[src/rtl/seq_player_if.sv]
// Handshake bundle for seq_player: game control, generator link, keys and display.
// master = game environment, slave = seq_player.
interface seq_player_if;
    logic       start;
    logic [1:0] rand_in;
    logic [3:0] key;
    logic       rand_req;
    logic [3:0] led;
    logic [3:0] level;
    logic       await_input;
    logic       win;
    logic       fail;

    modport master (
        output start, rand_in, key,
        input  rand_req, led, level, await_input, win, fail
    );

    modport slave (
        input  start, rand_in, key,
        output rand_req, led, level, await_input, win, fail
    );
endinterface

[src/rtl/seq_player.sv]
// Memory-game sequencer: requests random symbols, plays them on the LEDs, checks the player's keys.
// Optional input timeout is enabled by defining SEQ_PLAYER_TIMEOUT_EN.
module seq_player #(
    parameter int SEQ_MAX        = 8,
    parameter int HOLD_CYCLES    = 4,
    parameter int GAP_CYCLES     = 2,
    parameter int TIMEOUT_CYCLES = 64
) (
    input  logic        clk,
    input  logic        reset_n,
    seq_player_if.slave bus
);

    localparam int IW   = (SEQ_MAX > 2) ? $clog2(SEQ_MAX) : 1;
    localparam int LW   = $clog2(SEQ_MAX + 1);
    localparam int TMAX = (HOLD_CYCLES > GAP_CYCLES) ? HOLD_CYCLES : GAP_CYCLES;
    localparam int TW   = (TMAX > 2) ? $clog2(TMAX) : 1;

    localparam logic [LW-1:0] LVL_MAX   = LW'(SEQ_MAX);
    localparam logic [TW-1:0] HOLD_LAST = TW'(HOLD_CYCLES - 1);
    localparam logic [TW-1:0] GAP_LAST  = TW'(GAP_CYCLES - 1);

    typedef enum logic [3:0] {
        S_IDLE     = 4'd0,
        S_REQ      = 4'd1,
        S_WAIT     = 4'd2,
        S_STORE    = 4'd3,
        S_PLAY_ON  = 4'd4,
        S_PLAY_GAP = 4'd5,
        S_INPUT    = 4'd6,
        S_PASS     = 4'd7,
        S_FAIL     = 4'd8
    } state_t;

    function automatic logic [3:0] sym_onehot(input logic [1:0] sym);
        logic [3:0] oh;
        case (sym)
            2'd0:    oh = 4'b0001;
            2'd1:    oh = 4'b0010;
            2'd2:    oh = 4'b0100;
            2'd3:    oh = 4'b1000;
            default: oh = 4'b0000;
        endcase
        return oh;
    endfunction

    state_t          state_q, state_d;
    logic [LW-1:0]   level_q, level_d;
    logic [IW-1:0]   index_q, index_d;
    logic [TW-1:0]   timer_q, timer_d;
    logic [3:0]      key_prev_q, key_prev_d;
    logic            rand_req_q, rand_req_d;
    logic [3:0]      led_q, led_d;
    logic            await_q, await_d;
    logic            win_q, win_d;
    logic            fail_q, fail_d;

    logic [1:0]      mem_q [0:(2**IW)-1];
    logic            mem_we_s;
    logic [IW-1:0]   wr_idx_s;
    logic [3:0]      exp_key_s;
    logic            press_s;
    logic [LW-1:0]   index_nxt_s;
    logic            last_s;
    logic [1:0]      led_sym_s;

`ifdef SEQ_PLAYER_TIMEOUT_EN
    localparam int CW = $clog2(TIMEOUT_CYCLES + 1);
    localparam logic [CW-1:0] IDLE_LAST = CW'(TIMEOUT_CYCLES - 1);
    logic [CW-1:0]   idle_q, idle_d;
`else
    logic [31:0]     unused_timeout_s;
    assign unused_timeout_s = 32'(TIMEOUT_CYCLES);
`endif

    // A press is a fresh key-down: held keys (including ones held across INPUT entry) never re-trigger.
    assign key_prev_d  = bus.key;
    assign exp_key_s   = sym_onehot(mem_q[index_q]);
    assign press_s     = (bus.key != 4'b0000) && (key_prev_q == 4'b0000);
    assign index_nxt_s = LW'(index_q) + LW'(1'b1);
    assign last_s      = (index_nxt_s == level_q);
    assign wr_idx_s    = IW'(level_q - LW'(1'b1));

    // Next-state, level, index and playback timer.
    always_comb begin
        state_d  = state_q;
        level_d  = level_q;
        index_d  = index_q;
        timer_d  = timer_q;
        mem_we_s = 1'b0;
        case (state_q)
            S_IDLE, S_PASS, S_FAIL: begin
                if (bus.start) begin
                    state_d = S_REQ;
                    level_d = LW'(1'b1);
                end else begin
                    state_d = state_q;
                end
            end
            S_REQ:  state_d = S_WAIT;
            S_WAIT: state_d = S_STORE;
            S_STORE: begin
                mem_we_s = 1'b1;
                index_d  = {IW{1'b0}};
                timer_d  = {TW{1'b0}};
                state_d  = S_PLAY_ON;
            end
            S_PLAY_ON: begin
                if (timer_q == HOLD_LAST) begin
                    timer_d = {TW{1'b0}};
                    state_d = S_PLAY_GAP;
                end else begin
                    timer_d = timer_q + TW'(1'b1);
                end
            end
            S_PLAY_GAP: begin
                if (timer_q == GAP_LAST) begin
                    timer_d = {TW{1'b0}};
                    if (last_s) begin
                        index_d = {IW{1'b0}};
                        state_d = S_INPUT;
                    end else begin
                        index_d = index_q + IW'(1'b1);
                        state_d = S_PLAY_ON;
                    end
                end else begin
                    timer_d = timer_q + TW'(1'b1);
                end
            end
            S_INPUT: begin
                if (press_s) begin
                    if (bus.key == exp_key_s) begin
                        if (!last_s) begin
                            index_d = index_q + IW'(1'b1);
                        end else if (level_q == LVL_MAX) begin
                            state_d = S_PASS;
                        end else begin
                            level_d = level_q + LW'(1'b1);
                            index_d = {IW{1'b0}};
                            state_d = S_REQ;
                        end
                    end else begin
                        state_d = S_FAIL;
                    end
                end else begin
`ifdef SEQ_PLAYER_TIMEOUT_EN
                    if (idle_q == IDLE_LAST) begin
                        state_d = S_FAIL;
                    end else begin
                        state_d = S_INPUT;
                    end
`else
                    state_d = S_INPUT;
`endif
                end
            end
            default: state_d = S_IDLE;
        endcase
    end

`ifdef SEQ_PLAYER_TIMEOUT_EN
    // Idle counter restarts on INPUT entry and on every fresh press.
    always_comb begin
        if ((state_q == S_INPUT) && !press_s) begin
            idle_d = idle_q + CW'(1'b1);
        end else begin
            idle_d = {CW{1'b0}};
        end
    end
`endif

    // Outputs are decoded from the next state so the registered outputs line up with the state register.
    always_comb begin
        if (mem_we_s && (index_d == wr_idx_s)) begin
            led_sym_s = bus.rand_in;
        end else begin
            led_sym_s = mem_q[index_d];
        end
        if (state_d == S_PLAY_ON) begin
            led_d = sym_onehot(led_sym_s);
        end else begin
            led_d = 4'b0000;
        end
        rand_req_d = (state_d == S_REQ);
        await_d    = (state_d == S_INPUT);
        win_d      = (state_d == S_PASS);
        fail_d     = (state_d == S_FAIL);
    end

    // Control and output registers; reset returns to IDLE from anywhere.
    always_ff @(posedge clk or negedge reset_n) begin
        if (!reset_n) begin
            state_q    <= S_IDLE;
            level_q    <= {LW{1'b0}};
            index_q    <= {IW{1'b0}};
            timer_q    <= {TW{1'b0}};
            key_prev_q <= 4'b0000;
            rand_req_q <= 1'b0;
            led_q      <= 4'b0000;
            await_q    <= 1'b0;
            win_q      <= 1'b0;
            fail_q     <= 1'b0;
        end else begin
            state_q    <= state_d;
            level_q    <= level_d;
            index_q    <= index_d;
            timer_q    <= timer_d;
            key_prev_q <= key_prev_d;
            rand_req_q <= rand_req_d;
            led_q      <= led_d;
            await_q    <= await_d;
            win_q      <= win_d;
            fail_q     <= fail_d;
        end
    end

`ifdef SEQ_PLAYER_TIMEOUT_EN
    // Input timeout counter.
    always_ff @(posedge clk or negedge reset_n) begin
        if (!reset_n) begin
            idle_q <= {CW{1'b0}};
        end else begin
            idle_q <= idle_d;
        end
    end
`endif

    // Symbol store; contents survive reset and new games because each slot is rewritten before it is played.
    always_ff @(posedge clk) begin
        if (mem_we_s) begin
            mem_q[wr_idx_s] <= bus.rand_in;
        end
    end

    assign bus.rand_req    = rand_req_q;
    assign bus.led         = led_q;
    assign bus.level       = 4'(level_q);
    assign bus.await_input = await_q;
    assign bus.win         = win_q;
    assign bus.fail        = fail_q;

endmodule

[src/flat_wrapper.sv]
// flat-port wrapper written by rule: the top's interface ports become plain ports
module seq_player_flat 
#(
    parameter int SEQ_MAX        = 8,
    parameter int HOLD_CYCLES    = 4,
    parameter int GAP_CYCLES     = 2,
    parameter int TIMEOUT_CYCLES = 64
)
  (clk, reset_n, bus_start, bus_rand_in, bus_key, bus_rand_req, bus_led, bus_level, bus_await_input, bus_win, bus_fail);
  seq_player_if bus_i ();
  input  logic clk;
  input  logic reset_n;
  input wire logic [$bits(bus_i.start)-1:0] bus_start;
  input wire logic [$bits(bus_i.rand_in)-1:0] bus_rand_in;
  input wire logic [$bits(bus_i.key)-1:0] bus_key;
  output wire logic [$bits(bus_i.rand_req)-1:0] bus_rand_req;
  output wire logic [$bits(bus_i.led)-1:0] bus_led;
  output wire logic [$bits(bus_i.level)-1:0] bus_level;
  output wire logic [$bits(bus_i.await_input)-1:0] bus_await_input;
  output wire logic [$bits(bus_i.win)-1:0] bus_win;
  output wire logic [$bits(bus_i.fail)-1:0] bus_fail;
  assign bus_i.start = bus_start;
  assign bus_i.rand_in = bus_rand_in;
  assign bus_i.key = bus_key;
  assign bus_rand_req = bus_i.rand_req;
  assign bus_led = bus_i.led;
  assign bus_level = bus_i.level;
  assign bus_await_input = bus_i.await_input;
  assign bus_win = bus_i.win;
  assign bus_fail = bus_i.fail;
  seq_player #(.SEQ_MAX(SEQ_MAX), .HOLD_CYCLES(HOLD_CYCLES), .GAP_CYCLES(GAP_CYCLES), .TIMEOUT_CYCLES(TIMEOUT_CYCLES)) u_core (.clk(clk), .reset_n(reset_n), .bus(bus_i));
endmodule
[config.mk]
export PLATFORM = sky130hd
export DESIGN_NAME = seq_player_flat
export DESIGN_NICKNAME = d
export VERILOG_FILES = /design/src/rtl/seq_player_if.sv /design/src/rtl/seq_player.sv /design/src/flat_wrapper.sv
export SDC_FILE = /design/constraint.sdc
export NUM_CORES = 1
export LEC_CHECK = 0
export CAP_MARGIN = 15
export CORE_ASPECT_RATIO = 1.2
export CORE_MARGIN = 2
export CORE_UTILIZATION = 53
export DETAILED_ROUTE_END_ITERATION = 6
export PLACE_DENSITY = 0.77
export SLEW_MARGIN = 20
export SYNTH_ARGS = -nofsm -noshare
export SYNTH_HDL_FRONTEND = slang
export SYNTH_SLANG_ARGS = --single-unit
export TNS_END_PERCENT = 1
[constraint.sdc]
create_clock -name clk -period 3.4 [get_ports clk]
set_input_delay 1.02 -clock clk [delete_from_list [all_inputs] [get_ports clk]]
set_output_delay 1.02 -clock clk [all_outputs]
set_load 0.02 [all_outputs]
# After elaboration in Yosys (flattened, before gate mapping)

Memories as Yosys holds them, arrays and structs flattened.
Index checks and enable logic that the tools add are counted.
Widths: inputs -> output; s select.

Register bits: 25
Memory bits (writable): 16
Input port bits: 9
Output and inout port bits: 12
Logic and storage cells: 89
Memories kept: 1

$add $sub $neg: 5
Equal/unequal tests: 30
Mux-type cells: 32
Reduce and logical (&&, ||, !) cells: 11

Memories:

| name         | depth | bits a word | read ports | clocked after Yosys merged registers in | write ports | line             | text |
|---|---|---|---|---|---|---|---|
| u_core.mem_q | 8     | 2           | 2          | 0                                       | 1           | seq_player.sv:58 | `logic [1:0] mem_q [0:(2**IW)-1];` |

Operator list:

| operator            | number |
|---|---|
| $mux 4              | 12 |
| $pmux 4 s4          | 2 |
| $eq 4x3->1 const B  | 7 |
| $pmux 4 s7          | 1 |
| $mux 3              | 7 |
| $eq 4x4->1 const B  | 3 |
| $eq 2x2->1 const B  | 5 |
| $pmux 3 s3          | 1 |
| $eq 4x1->1 const B  | 2 |
| $eq 4x2->1 const B  | 2 |
| $eq 4x4->1          | 2 |
| $logic_not 4->1     | 2 |
| $mux 2              | 4 |
| $pmux 4 s2          | 1 |
| $eq 2x1->1 const B  | 3 |
| $ne 2x1->1 const B  | 3 |
| $pmux 2 s3          | 1 |
| $reduce_and 6->1    | 1 |
| $add 3x1->4 const B | 1 |
| $add 4x1->4 const B | 1 |
| $logic_not 2->1     | 2 |
| $ne 2x2->1 const B  | 2 |
| $reduce_bool 4->1   | 1 |
| $add 3x1->3 const B | 1 |
| other kinds (8)     | 11 |

# Logic depth before layout (Yosys ltp)

Gate-level depths: netlist (run 1).
An unclocked memory read counts as a cell.

Depth in word-level cells: 13
Gate-level depth with buffers: 15
Mapped depth without buffers: 14

# Least setup slack after synthesis (run 1)

OpenSTA, ideal clock, no wires.

Path type: input port to flip-flop
Start point: input port bus_key[2]
End point: register u_core.led_q[1], in the netlist u_core.bus.led[1]
Setup time: 0.122 ns
Arrival: 3.457 ns
Required time: 3.278 ns
Slack: -0.179 ns
Stages on the path: 11
Buffers on the path: 0
Cell sequence: nand4b_2 > a2111oi_4 > o21ai_1 > or2_0 > a311oi_2 > inv_2 > xnor2_2 > or3_4 > inv_4 > o31ai_1 > a2111oi_1

Word-level cells in the longest chain between the ends: 10
Elaborated cells on any way between the ends: 20
Classes of those cells: 6 x eq/ne; 9 x mux; 4 x reduce/logical; 1 x memory

RTL lines:

| element                                                             | line                                | text |
|---|---|---|
| start, declared                                                     | flat_wrapper.sv:15                  | `input wire logic [$bits(bus_i.key)-1:0] bus_key;` |
| $eq 4x4->1 or $reduce_bool 4->1 (tied branches)                     | seq_player.sv:132, seq_player.sv:79 |  |
| $mux 3 or $logic_and 1x1->1 (tied branches)                         | seq_player.sv:132, seq_player.sv:79 |  |
| $mux 3 *                                                            | seq_player.sv:131                   | `if (press_s) begin` |
| $pmux 3 s3 *                                                        | seq_player.sv:91                    | `case (state_q)` |
| via u_core.index_d[2]                                               | seq_player.sv:49                    | `logic [IW-1:0] index_q, index_d;` |
| parallel branches: the longest is 2 deep, another holds $mem_v2 8x2 | n/a                                 |  |
| $mux 2 *                                                            | seq_player.sv:174                   | `if (mem_we_s && (index_d == wr_idx_s)) begin` |
| $eq 2x2->1 (tied with other cells)                                  | seq_player.sv:37                    | `case (sym)` |
| $pmux 4 s4 *                                                        | seq_player.sv:37                    |  |
| $mux 4 *                                                            | seq_player.sv:179                   | `if (state_d == S_PLAY_ON) begin` |
| via u_core.led_d[1]                                                 | seq_player.sv:53                    | `logic [3:0] led_q, led_d;` |
| end signal, assigned                                                | seq_player.sv:210                   | `led_q <= led_d;` |
| end, declared                                                       | seq_player.sv:53                    |  |

Mark *: on every way through the listed nets, which the timed path passes.
A chain may end at the register's enable or synchronous reset.

# Worst setup path in the final report (run 1)

Start point: register u_core.index_q[0]
End point: register u_core.led_q[1], in the netlist u_core.bus.led[1]

Word-level cells in the longest chain between the ends: 13
Elaborated cells on any way between the ends: 33
Classes of those cells: 2 x add/sub; 10 x eq/ne; 17 x mux; 3 x reduce/logical; 1 x memory

RTL lines:

| element                                                             | line              | text |
|---|---|---|
| start, declared                                                     | seq_player.sv:49  |  |
| start signal, assigned                                              | seq_player.sv:195 | `index_q <= {IW{1'b0}};` |
| start signal, assigned                                              | seq_player.sv:206 | `index_q <= index_d;` |
| $mem_v2 8x2                                                         | n/a               |  |
| $eq 2x2->1 (tied with other cells)                                  | seq_player.sv:37  |  |
| $pmux 4 s4                                                          | seq_player.sv:37  |  |
| $eq 4x4->1                                                          | seq_player.sv:132 | `if (bus.key == exp_key_s) begin` |
| $mux 3                                                              | seq_player.sv:132 |  |
| $mux 3                                                              | seq_player.sv:131 |  |
| $pmux 3 s3 *                                                        | seq_player.sv:91  |  |
| via u_core.index_d[0]                                               | seq_player.sv:49  |  |
| parallel branches: the longest is 2 deep, another holds $mem_v2 8x2 | n/a               |  |
| $mux 2 *                                                            | seq_player.sv:174 |  |
| $eq 2x2->1 (tied with other cells)                                  | seq_player.sv:37  |  |
| $pmux 4 s4 *                                                        | seq_player.sv:37  |  |
| $mux 4 *                                                            | seq_player.sv:179 |  |
| via u_core.led_d[1]                                                 | seq_player.sv:53  |  |

Marks and branches as above.

==> impl_metrics.py, run 1 <==
metrics = {
    "outcome": {
        "status": "complete, but fails checks",
        "violations": "setup timing",
    },
    "placement": {
        "portBuffers": 20,
        "placed_cells": 369,
        "globalplace.congestion": 0.912,
        "dp_hpwl_um": 4570,
    },
    "die": {
        "die_area_um2": 5510,
        "die_w_um": 68.1,
        "rows": 28,
        "fp.coreArea_um2": 4830,
        "die_y_um": 80.9,
        "initial_core_util_pct": 54.0,
        "io_pins": 21,
    },
    "global_route": {
        "grt-ovfl-total": 0,
        "grt_pass1_wl_um": 10500,
        "track_usage_pct": 25.4,
        "grt_antenna_before_repair": 0,
        "grt_max_degree": 26,
        "grt_pass1_vias": 2285,
    },
    "pwr": {
        "p_int_mw": 0.749,
        "p_sw_mw": 0.198,
        "seqPwrFrac_pct": 54.5,
        "power_density_nw_per_um2": 275,
        "clkPwrFrac_pct": 42.1,
        "ir_drop_uv": 220,
        "cellLeakagePower_nw": 1.43,
        "p_total_mw": 0.947,
        "switching_share_pct": 20.9,
        "p_comb_share_pct": 3.4,
    },
    "worst_setup_path": {
        "cp_cell_sequence": "buf_6 > mux2_4 > o22ai_4 > o21ai_2 > a2111oi_4 > buf_4 > nor2_2 > or3_1 > a22oi_2 > buf_4 > inv_1 > a311oi_2 > o31ai_2 > a2111oi_2",
        "worst_path_max_delay_cell": "dfrtp_2",
        "cpMostUsedCell": "buf_4",
        "worstPathArrival_ps": 3820,
        "critical_path_class": "register to register",
        "startpoint_type": "register",
        "worstPathRequired_ps": 3580,
        "slowest_delay_ps": 500,
        "critical_path.max_fanout": 6,
        "endpoint_kind": "register",
    },
    "clocking": {
        "cts_tree": "yes",
        "insertion_delay_ps": 300,
        "postCtsHoldBufs": 0,
        "cts_num_sinks": 41,
        "cts_buffer_depth": 2,
        "cts_buffers": 5,
        "cts-root-buf": "clkbuf_8",
        "cts_htree_levels": 2,
        "path_clk_slew_ps": 80,
    },
    "sta": {
        "worst_slack_ps": -234,
        "slew_headroom_pct": 57.6,
        "setup_tns_ps": -844,
        "hold_viol": 0,
        "fmax_mhz": 275,
        "finClkSkew_ps": 6.93,
        "setup_viol": 6,
        "rsz0062_at_grt": "true",
        "report.final.slew_viol_count": 0,
        "min_period_over_period_pct": 107,
        "hold_ws_ps": 615,
        "worst_pin_slew_ps": 631,
        "finalCriticalPeriod_ps": 3630,
    },
    "drt": {
        "finalWirelength_um": 6560,
        "vias_per_cell": 5.91,
        "drtIter0Drc": 252,
        "first_pass_iters": 5,
        "drtAntennaViolNets": 0,
        "vias": 2294,
        "drc": 0,
        "routedWlPerCell_um": 16.9,
    },
    "yosys": {
        "yosys_warnings": 0,
        "syn-instance-count": 263,
        "synth_edf_count": 16,
        "avgSynthCellArea_um2": 9.93,
        "ys.flop_type": "dfrtp_1",
        "ys_ff_latch": 41,
        "yosysSeqAreaShare_pct": 42.3,
        "ys_types": 65,
        "synth_area_um2": 2610,
        "synth_fp_nets": 279,
        "async_reset_ff_share_pct": 61.0,
    },
    "cells_and_area": {
        "multi_input_area_um2": 1530,
        "drive_above_1_share_pct": 29.0,
        "antenna_cells": 0,
        "layout-area-overhead-vs-synth_pct": 32.0,
        "regArea_um2": 1110,
        "final_nets": 343,
        "fin_util_pct": 71.3,
        "fin_cells": 388,
        "num-fill-cells": 339,
    },
    "hold_path": {
        "hp-class": "register to register",
    },
    "job": {
        "cap_violations": 0,
    },
}
==> metrics by stage <==
stage	area, um2	setup slack (ps)
after CTS	3300	-177
after detailed placement	3100	-773
after global routing	3450	-359
final	3450	-234
after floorplan	2620	-81.3
after global placement	3100	-688
==> critical path: cells and delay by family (launching register included) <==
family	cells	cell delay, ps
flip-flops	1	500
AO/OA/AOI/OAI	7	1720
AND/OR/NAND/NOR	2	390
buffers and inverters	4	600
multiplexers	1	310
==> cell type report <==
class	instances	share of cell area (%)
timing repair buffer	67	16.5
multi-input combinational	198	44.3
clock buffer	5	2.00
clock inverter	3	1.34
inverter	14	1.60
tap	60	2.18
sequential	41	32.1
==> cells by family (layout without fill, tap and decap cells) <==
group           count (synthesis)  in the layout  synth area share [%]
mux                            15             15                  6.85
xor+xnor                       12             12                  4.31
flops                          41             41                  42.3
simple gates                   95             95                  19.1
fa+ha+maj                       7              7                  3.35
compound gates                 69             69                  19.5
buf+inv                        24             89                  4.55
==> per-layer routing <==
metal	routed length (um)	vias to the layer above	GRT usage, %
met4	253	0	12.0
li1	-	1093	-
met3	325	28	5.54
met2	3450	73	43.0
met5	0	-	0
met1	2530	1100	30.3
==> cells in the mapped netlist, types with 4 or more instances <==
library cell,n,area (um2)
nor2_1,26,97.6
nor3_1,8,40.0
dfrtp_1,25,626
a21oi_1,15,75.1
nand3_1,7,35.0
ha_1,7,87.6
o21ai_0,13,65.1
o22ai_1,5,31.3
nand2_1,20,75.1
clkbuf_1,6,22.5
nor2b_1,6,37.5
nand2b_1,4,25.0
edfxtp_1,16,480
xnor2_1,6,52.6
xor2_1,5,43.8
inv_1,12,45.0
mux2i_1,10,100
==> cells in the final DEF, fill, tap and decap left out, types with 5 or more instances in the layout <==
| cell | synthesis | layout |
|---|---|---|
| buf_4 | 0 | 41 |
| nor2_1 | 26 | 25 |
| dfrtp_1 | 25 | 24 |
| nand2_1 | 20 | 20 |
| clkdlybuf4s50_1 | 0 | 16 |
| edfxtp_1 | 16 | 16 |
| a21oi_1 | 15 | 14 |
| o21ai_0 | 13 | 13 |
| inv_1 | 12 | 12 |
| mux2i_1 | 10 | 9 |
| nand3_1 | 7 | 7 |
| ha_1 | 7 | 7 |
| xnor2_1 | 6 | 6 |
| nor3_1 | 8 | 6 |
| buf_6 | 1 | 6 |
| nor2b_1 | 6 | 5 |
| clkbuf_8 | 0 | 5 |
==> final timing paths <==
check	start	end	slack, ps	cells after the start
hold / removal	u_core.timer_q[1]	u_core.timer_q[1]	620	2
max in group asynchronous	reset_n	u_core.index_q[0]	2030	2
setup / recovery	u_core.index_q[0]	u_core.bus.led[1]	-230	14
hold reg to reg	u_core.timer_q[1]	u_core.timer_q[1]	620	2
min in group asynchronous	reset_n	u_core.state_q[2]	1090	2
setup reg to reg	u_core.index_q[0]	u_core.bus.led[1]	-230	14
==> state kept, by name, summed over array words and instances, names as in the netlist <==
name,flops
u_core.timer_q,2
u_core.bus.led,4
u_core.state_q,4
u_core.index_q,3
u_core.bus.win,1
u_core.key_prev_q,4
u_core.bus.await_input,1
u_core.bus.level,4
u_core.mem_q,16
u_core.bus.fail,1
u_core.bus.rand_req,1
==> what timing repair did <==
action	in CTS	in global routing
buffers inserted	5	6
resized for setup	16	24
pin swaps	8	21
endpoints found under the setup margin	10	10
==> power groups by stage <==
stage	registers [mW]	clock network (mW)	logic (mW)
6_report	0.516	0.399	0.0320
3_3_place_gp	0.527	0	0.0313
2_1_floorplan	0.527	0	0.00582
4_1_cts	0.516	0.402	0.0312
5_1_grt	0.517	0.428	0.0351
3_5_place_dp	0.527	0	0.0316
Note: power is estimated with default switching activity, not from simulation.
==> run 2, diff against run 1 <==
--- a/config.mk
+++ b/config.mk
@@ -8,9 +8,10 @@
 export CAP_MARGIN = 15
 export CORE_ASPECT_RATIO = 1.2
 export CORE_MARGIN = 2
-export CORE_UTILIZATION = 53
+export CORE_UTILIZATION = 57
 export DETAILED_ROUTE_END_ITERATION = 6
-export PLACE_DENSITY = 0.77
+export DONT_BUFFER_PORTS = 1
+export PLACE_DENSITY = 0.75
 export SLEW_MARGIN = 20
 export SYNTH_ARGS = -nofsm -noshare
 export SYNTH_HDL_FRONTEND = slang
==> run 2 against run 1 <==
Effect of this change: largest power group unchanged; routed wire length rose by 5.2%; critical path depth is 2 lower; final cell count down 6.4%; clock-buffer cell count did not move; clock skew shrank 1.8 ps; the run still ends with setup timing left.
==> impl_metrics.py, run 2 (synthesis results as in run 1) <==
metrics = {
    "outcome": {
        "status": "complete, but fails checks",
        "violations": "setup timing",
    },
    "hold_path": {
        "hp-class": "primary input to async pin",
    },
    "drt": {
        "drtIter0Drc": 193,
        "drtAntennaViolNets": 0,
        "first_pass_iters": 4,
        "vias": 2282,
        "routedWlPerCell_um": 19.0,
        "drc": 0,
        "vias_per_cell": 6.29,
        "finalWirelength_um": 6900,
    },
    "cells_and_area": {
        "largest_reg_flops": 16,
        "final_nets": 320,
        "layout_commonest_cell": "buf_4",
        "layout-area-overhead-vs-synth_pct": 28.5,
        "fin_cells": 363,
        "antenna_cells": 0,
        "regMostFlops": "u_core.mem_q",
        "mostFrequentLayoutCells": "buf_4 (38), nor2_1 (24), dfrtp_1 (24)",
        "drive_above_1_share_pct": 32.1,
    },
    "global_route": {
        "grt_antenna_before_repair": 0,
        "grt_max_degree": 26,
        "grt_pass1_wl_um": 10700,
        "track_usage_pct": 27.5,
        "grt_pass1_vias": 2284,
        "grt-ovfl-total": 0,
    },
    "clocking": {
        "path_clk_slew_ps": 80,
        "cts_tree": "yes",
        "cts_num_sinks": 41,
        "postCtsHoldBufs": 0,
        "cts_htree_levels": 2,
        "cts-root-buf": "clkbuf_8",
        "cts_buffer_depth": 2,
        "insertion_delay_ps": 300,
        "cts_buffers": 5,
    },
    "worst_setup_path": {
        "crit_buf_inv": 1,
        "worst_path_max_delay_cell": "or4_4",
        "crit_path_start": "u_core.index_q[0]",
        "rrSetupSlack_ps": -250,
        "critical_path_class": "register to register",
        "slowest_delay_ps": 570,
        "cp_cell_sequence": "mux2i_2 > a22o_1 > o21ai_2 > a2111oi_4 > buf_4 > nor2_2 > or3_1 > a22oi_2 > o21ai_2 > or4_4 > o31a_1 > a2111oi_4",
        "worstPathRequired_ps": 3590,
        "worstPathArrival_ps": 3850,
        "startpoint_type": "register",
        "rr_startpoint": "u_core.index_q[0]",
        "critPathTopFamily": "compound AO/OA/AOI/OAI gates",
        "critical_path.max_fanout": 7,
        "endpoint_kind": "register",
    },
    "die": {
        "initial_core_util_pct": 58.1,
        "fp.coreArea_um2": 4490,
        "die_area_um2": 5140,
        "rows": 27,
        "io_pins": 21,
        "die_y_um": 78.2,
        "die_w_um": 65.8,
    },
    "placement": {
        "placed_cells": 343,
        "portBuffers": 0,
        "dp_hpwl_um": 4540,
        "globalplace.congestion": 0.920,
    },
    "sta": {
        "finalCriticalPeriod_ps": 3650,
        "fmax_mhz": 274,
        "worst_pin_slew_ps": 604,
        "worst_slack_ps": -255,
        "finClkSkew_ps": 5.09,
        "report.final.slew_viol_count": 0,
        "hold_viol": 0,
        "min_period_over_period_pct": 107,
        "rsz0062_at_grt": "true",
        "setup_tns_ps": -1130,
        "slew_headroom_pct": 59.5,
        "setup_viol": 10,
    },
    "job": {
        "cap_violations": 0,
    },
    "pwr": {
        "cellLeakagePower_nw": 1.34,
        "p_total_mw": 0.990,
        "power_density_nw_per_um2": 295,
        "ir_drop_uv": 337,
    },
}
-- run 2: worst paths after layout --
| check | endpoint | cells past startpoint |
|---|---|---|
| min in group clk | u_core.timer_q[1] | 2 |
| worst min-delay path | u_core.timer_q[1] | 0 |
| worst max register to register | u_core.bus.led[2] | 12 |
| max in group asynchronous | u_core.index_q[0] | 0 |
| worst min register to register | u_core.timer_q[1] | 2 |
| worst max-delay path | u_core.bus.led[2] | 12 |
-- run 2: repair_timing --
| action | 4_1_cts | 5_1_grt |
|---|---|---|
| resized for setup | 23 | 25 |
| endpoints found under the hold margin | 0 | 0 |
| cloned | 0 | 0 |
| setup endpoints to repair | 6 | 10 |
| pin swaps | 12 | 17 |
| buffers inserted | 6 | 8 |
-- run 2: layout make-up --
class,instances,area [um2]
Timing Repair Buffer,44,362
Sequential cell,41,1110
Tap cell,58,72.6
Inverter,14,55.1
Fill cell,282,1130
Clock inverter,3,65.1
Multi-Input combinational cell,198,1630
Clock buffer,5,68.8
-- run 2: routing by layer --
metal	part of all wire [%]	track usage, %
met1	37	31.3
met2	55	49.7
met3	3.8	4.30
met4	3.8	11.9
met5	0	0
-- run 2: stage by stage --
stage | util [%] | hold slack, ps | setup WS (ps) | area (um2)
after floorplan | - | 555 | -81.3 | 2620
after global routing | 74.7 | 395 | -352 | 3360
after CTS | 70.6 | 404 | -141 | 3170
after global placement | 63.8 | 600 | -194 | 2870
after detailed placement | 63.8 | 602 | -284 | 2870
final | 74.7 | 407 | -255 | 3360
-- run 2: where the power goes --
group | internal (mW) | switching [mW]
Combinational | 0.00481 | 0.00459
Sequential | 0.516 | 0.000465
Clock | 0.292 | 0.172
